**config.mk**
```make
export PLATFORM = sky130hd
export DESIGN_NAME = fetch_unit
export DESIGN_NICKNAME = d
export VERILOG_FILES = /design/src/rtl/riscv_pkg.sv /design/src/rtl/pc_next.sv /design/src/rtl/fetch_unit.sv
export SDC_FILE = /design/constraint.sdc
export NUM_CORES = 1
export LEC_CHECK = 0
export ABC_AREA = 1
export CELL_PAD_IN_SITES_DETAIL_PLACEMENT = 1
export CELL_PAD_IN_SITES_GLOBAL_PLACEMENT = 2
export CORE_UTILIZATION = 26
export DETAILED_ROUTE_END_ITERATION = 7
export PLACE_DENSITY_LB_ADDON = 0.25
export SYNTH_ARGS = -nofsm -noshare
export SYNTH_HDL_FRONTEND = slang
export SYNTH_HIERARCHICAL = 1
export SYNTH_SLANG_ARGS = --single-unit
```
**constraint.sdc**
```tcl
create_clock -name clk -period 2.5 [get_ports clk]
set_clock_uncertainty 0.05 [all_clocks]
set_input_delay 0.25 -clock clk [delete_from_list [all_inputs] [get_ports clk]]
set_output_delay 0.25 -clock clk [all_outputs]
set_load 0.005 [all_outputs]
```
**src/rtl/riscv_pkg.sv**
```systemverilog
// Shared definitions for the fetch unit and control unit: NOP encoding, fetch FSM states,
// base opcodes. Define FETCH_MISALIGN_CHK_EN to add the ERR state for misaligned targets.
package riscv_pkg;

  localparam logic [31:0] INSN_NOP      = 32'h0000_0013;
  localparam logic [31:0] PC_STEP       = 32'd4;
  localparam logic [31:0] PC_ALIGN_MASK = 32'hFFFF_FFFC;

  localparam logic [6:0] OPC_LUI    = 7'b0110111;
  localparam logic [6:0] OPC_AUIPC  = 7'b0010111;
  localparam logic [6:0] OPC_JAL    = 7'b1101111;
  localparam logic [6:0] OPC_JALR   = 7'b1100111;
  localparam logic [6:0] OPC_BRANCH = 7'b1100011;
  localparam logic [6:0] OPC_LOAD   = 7'b0000011;
  localparam logic [6:0] OPC_STORE  = 7'b0100011;
  localparam logic [6:0] OPC_OP_IMM = 7'b0010011;
  localparam logic [6:0] OPC_OP     = 7'b0110011;

  typedef enum logic [1:0] {
    StFetch,
    StHold
`ifdef FETCH_MISALIGN_CHK_EN
    ,
    StErr
`endif
  } fetch_state_e;

  function automatic logic word_aligned(input logic [31:0] addr);
    return addr[1:0] == 2'b00;
  endfunction

endpackage

```
**src/rtl/pc_next.sv**
```systemverilog
// Next-PC adder: sequential step or taken branch offset, both modulo 2^32.
module pc_next
  import riscv_pkg::*;
(
  input  logic [31:0] pc_base_i,
  input  logic [31:0] imm_i,
  input  logic        taken_i,
  output logic [31:0] pc_next_o
);

  always_comb begin
    pc_next_o = taken_i ? (pc_base_i + imm_i) : (pc_base_i + PC_STEP);
  end

endmodule

```
**src/rtl/fetch_unit.sv**
```systemverilog
// Single-outstanding instruction fetch: request a word, hold it for decode, then step or branch.
// Define FETCH_MISALIGN_CHK_EN to trap misaligned next-PC values in ERR with a misalign output.
module fetch_unit
  import riscv_pkg::*;
#(
  parameter logic [31:0] RESET_PC = 32'h0000_0000
) (
  input  logic        clk,
  input  logic        rst,
  output logic        imem_req,
  output logic [31:0] imem_addr,
  input  logic        imem_ack,
  input  logic [31:0] imem_rdata,
  output logic [31:0] I,
  output logic [31:0] pc_out,
  output logic        valid,
  input  logic        ready,
  input  logic        PCsrc,
  input  logic [31:0] imm
`ifdef FETCH_MISALIGN_CHK_EN
  ,
  output logic        misalign
`endif
);

  fetch_state_e state_q, state_d;
  logic [31:0]  pc_q, pc_d;
  logic [31:0]  insn_q, insn_d;
  logic [31:0]  pc_out_q, pc_out_d;
  logic         valid_q, valid_d;
  logic [31:0]  pc_calc;
`ifdef FETCH_MISALIGN_CHK_EN
  logic         misalign_q, misalign_d;
`endif

  // Branch target is relative to the instruction currently presented to decode.
  pc_next u_pc_next (
    .pc_base_i (pc_out_q),
    .imm_i     (imm),
    .taken_i   (PCsrc),
    .pc_next_o (pc_calc)
  );

  always_comb begin
    state_d  = state_q;
    pc_d     = pc_q;
    insn_d   = insn_q;
    pc_out_d = pc_out_q;
    valid_d  = valid_q;
`ifdef FETCH_MISALIGN_CHK_EN
    misalign_d = misalign_q;
`endif
    unique case (state_q)
      StFetch: begin
        if (imem_ack) begin
          insn_d   = imem_rdata;
          pc_out_d = pc_q;
          valid_d  = 1'b1;
          state_d  = StHold;
        end
      end
      StHold: begin
        if (ready) begin
          valid_d = 1'b0;
`ifdef FETCH_MISALIGN_CHK_EN
          if (!word_aligned(pc_calc)) begin
            misalign_d = 1'b1;
            state_d    = StErr;
          end else begin
            pc_d    = pc_calc;
            state_d = StFetch;
          end
`else
          pc_d    = pc_calc & PC_ALIGN_MASK;
          state_d = StFetch;
`endif
        end
      end
`ifdef FETCH_MISALIGN_CHK_EN
      StErr: begin
        state_d = StErr;
      end
`endif
      default: state_d = StFetch;
    endcase
  end

  always_ff @(posedge clk) begin
    if (rst) begin
      state_q  <= StFetch;
      pc_q     <= RESET_PC;
      insn_q   <= INSN_NOP;
      pc_out_q <= RESET_PC;
      valid_q  <= 1'b0;
`ifdef FETCH_MISALIGN_CHK_EN
      misalign_q <= 1'b0;
`endif
    end else begin
      state_q  <= state_d;
      pc_q     <= pc_d;
      insn_q   <= insn_d;
      pc_out_q <= pc_out_d;
      valid_q  <= valid_d;
`ifdef FETCH_MISALIGN_CHK_EN
      misalign_q <= misalign_d;
`endif
    end
  end

  // Gate with rst so no request escapes while the memory side is also being reset.
  assign imem_req  = (state_q == StFetch) && !rst;
  assign imem_addr = pc_q;
  assign I         = insn_q;
  assign pc_out    = pc_out_q;
  assign valid     = valid_q;
`ifdef FETCH_MISALIGN_CHK_EN
  assign misalign  = misalign_q;
`endif

endmodule

```
==> metrics.txt, run 1 <==
slew margin rel. 0.5074; Non-Filler Instances 1851; Max-cap violations 0; FF-to-FF setup slack 0.18 ns; post_cts resized 0; final hold viol count 0; RR Startpoint pc_out[10]; Routed Wire Length 30450 um; global-route wire length before repair 47280 um; ant diodes 0; CORE AREA 0.02718 mm2; largest net degree at the start of global routing 64; via/cell ratio 4.508; Row Count 60; Yosys warnings 6; Setup crit start kind flop; Final TNS setup 0 ns; Root Driver clkbuf_16; P_leak 4.883 nW; Port-buffer cells 162; Clock power frac 0.309; pre-CTS WS -0.1368 ns; Die Y 169.1 um; initial antenna violation count 0; fin nets 1576; type of the worst min-delay path input pin to flop; CP endpoint kind flop; average wire per standard cell 16.45 um; routed via count 8344; reg2reg end imem_addr[28]; placed instance area 0.009739 mm2; area of the die 0.02859 mm2; Flop pwr share 0.354; GR Overflow Total 0; area delta synth->final 38.51%; Critical Path Fanout Max 4; setup ws final 0.1780 ns; initial core utilization 0.2671; RSZ-0062 raised after global routing false; Post-Syn Area 0.007258 mm2; Iter 0 DRT Violations 315; Sink Count 93; vias in the first global route 8372; First-pass DRT Iterations 4; Tightest Pin Transition 0.7379 ns; Max Clock Freq 0.4307 GHz; CP arrival 2.55 ns; Routed Antenna Nets 0; Final Util 0.3699; chip width 169.1 um; PD cells 470.7 mW/mm2; Hold Path End valid; hold_buf cts 0; CTS max path bufs 2; Tcrit/Tclk final 0.9288; WS Path Type flop to flop; R2R depth 12; TritonCTS Buffers 9; placer congestion estimate 0.8588; CTS tree built; Hold Crit Start imem_ack; Synth Instances 1265; GRT Total Usage 0.2163; setup violators final 0; clk_lat worst skew 0.35 ns; fin area 0.01005 mm2; post-CTS setup buffers 0; DP Cell Count 1835; Logic pwr share 0.337; CTS H-tree lvls 3; DP HPWL 24500 um; Ports 167; Max VDD drop 0.0002971 V; CP required 2.73 ns; Power, Total 4.732 mW; Min Hold Slack 0.1565 ns; layout cells sized above 1 0.08654; DRC viols 0; hold path depth 3; post-synthesis average cell area 5.738 um2; Sw Ratio 0.3360; status finished, final reports clean; internal power 3.142 mW; post-layout minimum cycle time 2.322 ns; fin. max-slew vios 0; Clock transition at path regs 0.07 ns; Sw Pwr 1.590 mW
[metal layers]
metal,share of wire,GRT usage,vias up
li1,-,-,4322
met1,0.50,0.3030,3861
met2,0.44,0.3467,153
met3,0.055,0.04255,8
met4,0.0051,0.03447,0
met5,0,0,-
[layout make-up]
class	instances	area [um2]
clock buffer	12	266.5
fill	3637	17120
sequential	93	1862
inverter	193	726.9
multi-input combinational	936	4441
tap	372	465.4
timing repair buffer	241	2247
clock inverter	4	45.04
[layout by cell type, fill, tap and decap left out, types with 7 or more instances in the layout]
master and count:
nand4_1 10, nor3_1 9, nor2_2 13, clkbuf_16 9, conb_1 7, nor2_1 175
nand3_1 150, xnor2_1 8, o21ai_0 19, clkdlybuf4s50_1 161, dfxtp_1 93, inv_1 187
xor2_1 14, buf_4 76, a21oi_1 62, nand2_1 398, ha_1 32
[worst max-delay path: stages, from the launching register on]
cell and delay [ns]:
dfxtp_1 0.45, ha_1 0.33, nand2_1 0.10, inv_1 0.05, a21oi_1 0.29, nand3_1 0.24, nand2_1 0.16, nand2_1 0.07
nand2_1 0.06, nand3_1 0.10, nand2_1 0.10, nand3_1 0.08, a21oi_1 0.16
[sequential cells by signal, indices dropped and copies added, names as in the netlist]
signal     count
I             32
pc_out        30
valid          1
imem_addr     30
[worst max path at each step]
stage,depth (start not counted),start,slack [ns],endpoint
floorplan,13,pc_out[2],0.64,imem_addr[23]
global placement,13,imm[24],-0.15,imem_addr[27]
detailed placement,13,imm[24],-0.14,imem_addr[27]
CTS,12,pc_out[9],0.14,imem_addr[28]
global route,12,pc_out[9],0.008,imem_addr[28]
finish,12,pc_out[10],0.18,imem_addr[28]
[power by group through the flow]
stage	sequential [mW]	combinational, mW	clock (mW)
global route	1.69	1.77	1.57
floorplan	1.71	0.794	0
detailed placement	1.71	1.59	0
CTS	1.68	1.60	1.51
global placement	1.71	1.58	0
finish	1.68	1.59	1.46
(Power assumes the default switching activity.)
==> inputs of run 2 (changes only) <==
- CORE_UTILIZATION: 26 -> 24
- SYNTH_HIERARCHICAL: 1 -> not set
==> run 2 against run 1 <==
Setup slack got worse by 0.0093 ns. Count of clock-buffer cells in the layout fell by 1. Hold slack improved by 0.26 ns. Global-route usage fell by 3.3 points. Via count fell by 24%. Utilization fell by 0.42 points. Synthesized cell count fell by 26%. Cell area fell by 15%. Die area fell by 14%. Total power fell by 6.3%. Critical path type is now input pin to flop.
==> metrics.txt, run 2 <==
status finished, final reports clean; GR Overflow Total 0 (unchanged); P_leak 4.465 nW (-8.6%); Yosys top cell by area dfxtp_1; setup violators final 0 (unchanged); post-layout minimum cycle time 2.331 ns (+0.009291 ns); Ports 167 (unchanged); pre-CTS WS -0.2449 ns (-0.1081 ns); Die Y 156.7 um (-7.3%); RSZ-0062 raised after global routing true; Synth Instances 938 (-26%); clk_lat worst skew 0.36 ns (about the same); ys async rst share 0; register bit total from synthesis 93; DP HPWL 16560 um (-32%); area delta synth->final 49.44%; Routed Wire Length 21540 um (-29%); CTS H-tree lvls 3 (unchanged); Power, Total 4.435 mW (-6.3%); TritonCTS Buffers 9 (unchanged); synth top area cells dfxtp_1 (32%), nand2_1 (15%), inv_1 (11%); commonest non-fill, non-tap cell in the layout nand2_1; via/cell ratio 4.289 (-4.9%); vias in the first global route 6572 (-22%); FILL cells 3006 (-17%); CP Launch Point PCsrc; CTS tree built; post-synthesis average cell area 6.124 um2 (+6.7%); Post-Syn Area 0.005744 mm2 (-21%); hold_buf cts 0 (unchanged); Port-buffer cells 160 (-1.2%); R2R depth 14 (+2); ant diodes 0 (unchanged); Yosys warnings 0 (-6); cell with the most instances after synthesis nand2_1; Max Clock Freq 0.4289 GHz (-0.40%); CTS max path bufs 2 (unchanged); setup ws final 0.1687 ns (-0.009291 ns); Critical Path Fanout Max 10 (+6); First-pass DRT Iterations 4 (unchanged); sequential share of the synthesized area 0.3241; fin nets 1251 (-21%); Final Util 0.3657 (-0.004211); area of the die 0.02456 mm2 (-14%); Synth Flop Type dfxtp_1; GRT Total Usage 0.1836 (-0.03272); post_cts resized 0 (unchanged); Root Driver clkbuf_16; WS Path Type input pin to flop; most frequent cells in the layout nand2_1 (233), inv_1 (168), clkdlybuf4s50_1 (160); Final TNS setup 0 ns (unchanged); global-route wire length before repair 34420 um (-27%); Routed Antenna Nets 0 (unchanged); PD cells 516.7 mW/mm2 (+9.8%); post-synth top area share 0.3241; initial antenna violation count 0 (unchanged); Unique masters post-synth 30; Min Hold Slack 0.4129 ns (+0.2564 ns); FF-to-FF setup slack 0.36 ns (+0.18 ns); Setup crit start kind input pin; Iter 0 DRT Violations 168 (-47%); largest net degree at the start of global routing 68 (+6.3%); RR Startpoint pc_out[2]; slew margin rel. 0.6174 (+0.1101); type of the worst min-delay path flop to flop; Row Count 56 (-6.7%); flip-flop count of the largest register after layout 32 (unchanged); chip width 156.7 um (-7.3%); layout cells sized above 1 0.1089 (+0.02236); average wire per standard cell 14.59 um (-11%); DRC viols 0 (unchanged); fin. max-slew vios 0 (unchanged); Tcrit/Tclk final 0.9325 (+0.003716); Post-synth EDFFs 0; placer congestion estimate 0.8456 (-1.5%); CP endpoint kind flop; initial core utilization 0.2447 (-0.02236); routed via count 6330 (-24%); Clock transition at path regs 0.08 ns (about the same); Max VDD drop 0.0002862 V (-3.7%); CP arrival 2.55 ns (about the same); commonest cells in the netlist nand2_1 (236), inv_1 (169), nor2_1 (149); Sink Count 93 (unchanged); Max-cap violations 0 (unchanged); CP required 2.71 ns (-0.02 ns); post-CTS setup buffers 0 (unchanged); Tightest Pin Transition 0.5738 ns (-0.1641 ns); reg2reg end imem_addr[26]; final hold viol count 0 (unchanged); CORE AREA 0.02347 mm2 (-14%); crit path to imem_addr[26]
-- run 2: cells by family (layout without fill, tap and decap cells) --
logic type	after synthesis	count (layout)	share of synthesized area
flops	93	93	0.3241
compound gates	143	143	0.1313
other cells	1	4	0.0006528
simple gates	455	455	0.3208
xor+xnor	11	11	0.01677
buf+inv	205	421	0.1396
fa+ha+maj	30	30	0.06665
-- run 2: worst min-delay path by stage --
stage,start,endpoint,slack (ns),cells past startpoint
floorplan,imem_rdata[0],I[0],0.33,2
global placement,I[0],I[0],0.39,2
detailed placement,I[4],I[4],0.40,2
CTS,imem_rdata[1],I[1],0.41,3
global route,imem_rdata[23],I[23],0.43,3
finish,I[1],I[1],0.41,2
-- run 2: metal layers --
metal | vias up | global-route usage | part of all wire
li1 | 3291 | - | -
met1 | 2914 | 0.2203 | 0.46
met2 | 111 | 0.3120 | 0.46
met3 | 14 | 0.06425 | 0.070
met4 | 0 | 0.04155 | 0.012
met5 | - | 0 | 0
-- run 2: area by class of cell --
| type | instances | area [um2] | area share |
|---|---|---|---|
| multi-input combinational | 643 | 3129 | 0.3645 |
| timing repair buffer | 235 | 2215 | 0.2580 |
| sequential | 93 | 1862 | 0.2169 |
| inverter | 170 | 638.1 | 0.07433 |
| tap | 319 | 399.1 | 0.04649 |
| clock buffer | 11 | 252.7 | 0.02944 |
| clock inverter | 5 | 88.84 | 0.01035 |
-- run 2: report_power, final --
part	total, mW	switching, mW	leakage [nW]	internal [mW]
combinational	1.14	0.559	3.53	0.580
sequential	1.67	0.0783	0.767	1.60
clock	1.62	0.676	0.168	0.946
total	4.44	1.31	4.46	3.12
-- run 2: worst max-delay path, cell delays in order --
cell and delay (ns):
clkdlybuf4s50_1 0.45, buf_12 0.17, nand2_1 0.06, ha_1 0.16, inv_1 0.06, fa_1 0.39
inv_1 0.12, nand3_1 0.09, nand3_2 0.11, buf_4 0.12, nand2_1 0.06, nand2_1 0.10
nand2_1 0.10, nand4_1 0.10, nand3_1 0.08, nand2_1 0.08, inv_1 0.03
-- run 2: metrics by stage --
step | std cells | instance area (um2)
floorplan | 941 | 5756
global placement | 1460 | 8210
detailed placement | 1460 | 8210
CTS | 1476 | 8552
global route | 1476 | 8584
finish | 1476 | 8584
==> inputs of run 3 (changes only) <==
- CORE_MARGIN: not set -> 1.5
- SKIP_CTS_REPAIR_TIMING: not set -> 1
==> run 3 against run 2 <==
Combinational power barely moved. Total power fell by 4.6%. Maximum frequency barely moved. Largest cell class unchanged. Largest power group unchanged. Highest routed layer unchanged.
==> metrics.txt, run 3 (same netlist as run 2, synthesis figures left out) <==
final hold viol count 0 (unchanged); DRC viols 0 (unchanged); slew margin rel. 0.6509 (+0.03350); CP most frequent cell nand2_1; CP required 2.71 ns (about the same); clk_lat worst skew 0.36 ns (about the same); Clock transition at path regs 0.08 ns (about the same); PD cells 497.0 mW/mm2 (-3.8%); area delta synth->final 48.20%; DP HPWL 16670 um (+0.65%); First-pass DRT Iterations 4 (unchanged); fin area 0.008513 mm2 (-0.83%); most frequent cells in the layout nand2_1 (234), inv_1 (168), clkdlybuf4s50_1 (160); Tightest Pin Transition 0.5230 ns (-0.05083 ns); largest net degree at the start of global routing 55 (-19%); TritonCTS Buffers 9 (unchanged); via/cell ratio 4.305 (+0.38%); vias in the first global route 6502 (-1.1%); Tcrit/Tclk final 0.9320 (about the same); Die Y 157.7 um (+0.64%); CP max stage cell clkdlybuf4s50_1; Root Driver clkbuf_16; initial core utilization 0.2447 (unchanged); RR Startpoint pc_out[2]; GR Overflow Total 0 (unchanged); CTS H-tree lvls 3 (unchanged); average wire per standard cell 14.59 um (about the same); type of the worst min-delay path input pin to flop; Setup crit start kind input pin; Hold Crit Start imem_rdata[4]; fin nets 1248 (-0.24%); chip width 157.7 um (+0.64%); CP Launch Point PCsrc; placer congestion estimate 0.7686 (-9.1%); CORE AREA 0.02347 mm2 (unchanged); CTS max path bufs 2 (unchanged); CP endpoint kind flop; initial antenna violation count 0 (unchanged); Routed Wire Length 21490 um (-0.25%); global-route wire length before repair 34380 um (-0.10%); Row Count 56 (unchanged); Final TNS setup 0 ns (unchanged); WS Path Type input pin to flop; commonest non-fill, non-tap cell in the layout nand2_1; Sink Count 93 (unchanged); P_leak 4.435 nW (-0.66%); placed instance area 0.008200 mm2 (-0.12%); Port-buffer cells 160 (unchanged); setup violators final 0 (unchanged); Ports 167 (unchanged); RSZ-0062 raised after global routing false; Max VDD drop 0.0003528 V (+23%); post-layout minimum cycle time 2.330 ns (-0.001435 ns); Routed Antenna Nets 0 (unchanged); flip-flop count of the largest register after layout 32 (unchanged); layout cells sized above 1 0.1014 (-0.007516); Max-cap violations 0 (unchanged); worst-path cell chain clkdlybuf4s50_1, buf_12, buf_12, nand2_1, inv_1, ha_1, nand2_1, nand2_1, a21oi_1, nand3_2, nand2_1, nand2_1, nand2_1, nand3_1, nand2_1, inv_1; CP arrival 2.54 ns (about the same); Max Clock Freq 0.4292 GHz (about the same); Iter 0 DRT Violations 200 (+19%); Critical Path Fanout Max 10 (unchanged); status finished, final reports clean; max incr delay on CP 0.45 ns (about the same); GRT Total Usage 0.1796 (-0.004053); CTS tree built; routed via count 6341 (+0.17%); Final Util 0.3627 (-0.003038); fin. max-slew vios 0 (unchanged); FILL cells 3042 (+1.2%); area of the die 0.02487 mm2 (+1.3%); ant diodes 0 (unchanged)
[run 3: final timing paths]
path	end	slack [ns]	cells after the start
setup reg to reg	imem_addr[30]	0.36	13
hold reg to reg	pc_out[26]	0.42	2
hold / removal	I[4]	0.41	3
setup / recovery	imem_addr[29]	0.17	16
[run 3: area by class of cell]
type                    count  area, um2  share of cell area
well taps                 319      399.1             0.04688
repair buffers            232       2205              0.2590
clock buffers               9      225.2             0.02646
flip-flops and latches     93       1862              0.2187
inverters                 170      638.1             0.07496
clock inverters             7      65.06            0.007643
multi-input cells         643       3119              0.3664
[run 3: where the power goes]
| part | internal [mW] | switching, mW | leakage [nW] |
|---|---|---|---|
| logic | 0.581 | 0.553 | 3.52 |
| registers | 1.60 | 0.0809 | 0.767 |
| clock network | 0.704 | 0.717 | 0.146 |
[run 3: per-layer routing]
metal	vias up	track usage	wire length [um]
met5	-	0	0
met4	0	0.02695	137
met3	10	0.06241	1464
met2	118	0.3016	9865
met1	2929	0.2247	10020
li1	3284	-	-
[run 3: per-stage QoR]
stage | setup slack [ns] | power [mW] | std cells | hold WS (ns)
4_1_cts | 0.1443 | 4.329 | 1473 | 0.3954
3_3_place_gp | -0.2138 | 2.849 | 1457 | 0.3882
2_1_floorplan | 0.3444 | 2.206 | 941 | 0.3263
6_report | 0.1701 | 4.231 | 1473 | 0.4109
3_5_place_dp | -0.2371 | 2.855 | 1457 | 0.4072
5_1_grt | 0.001653 | 4.513 | 1473 | 0.4202
[run 3: critical path, delay by kind of cell]
kind | cells | cell delay (ns)
AO/OA/AOI/OAI | 1 | 0.27
adder cells (fa/ha/maj) | 1 | 0.34
buffers and inverters | 5 | 0.82
AND/OR/NAND/NOR | 9 | 0.84
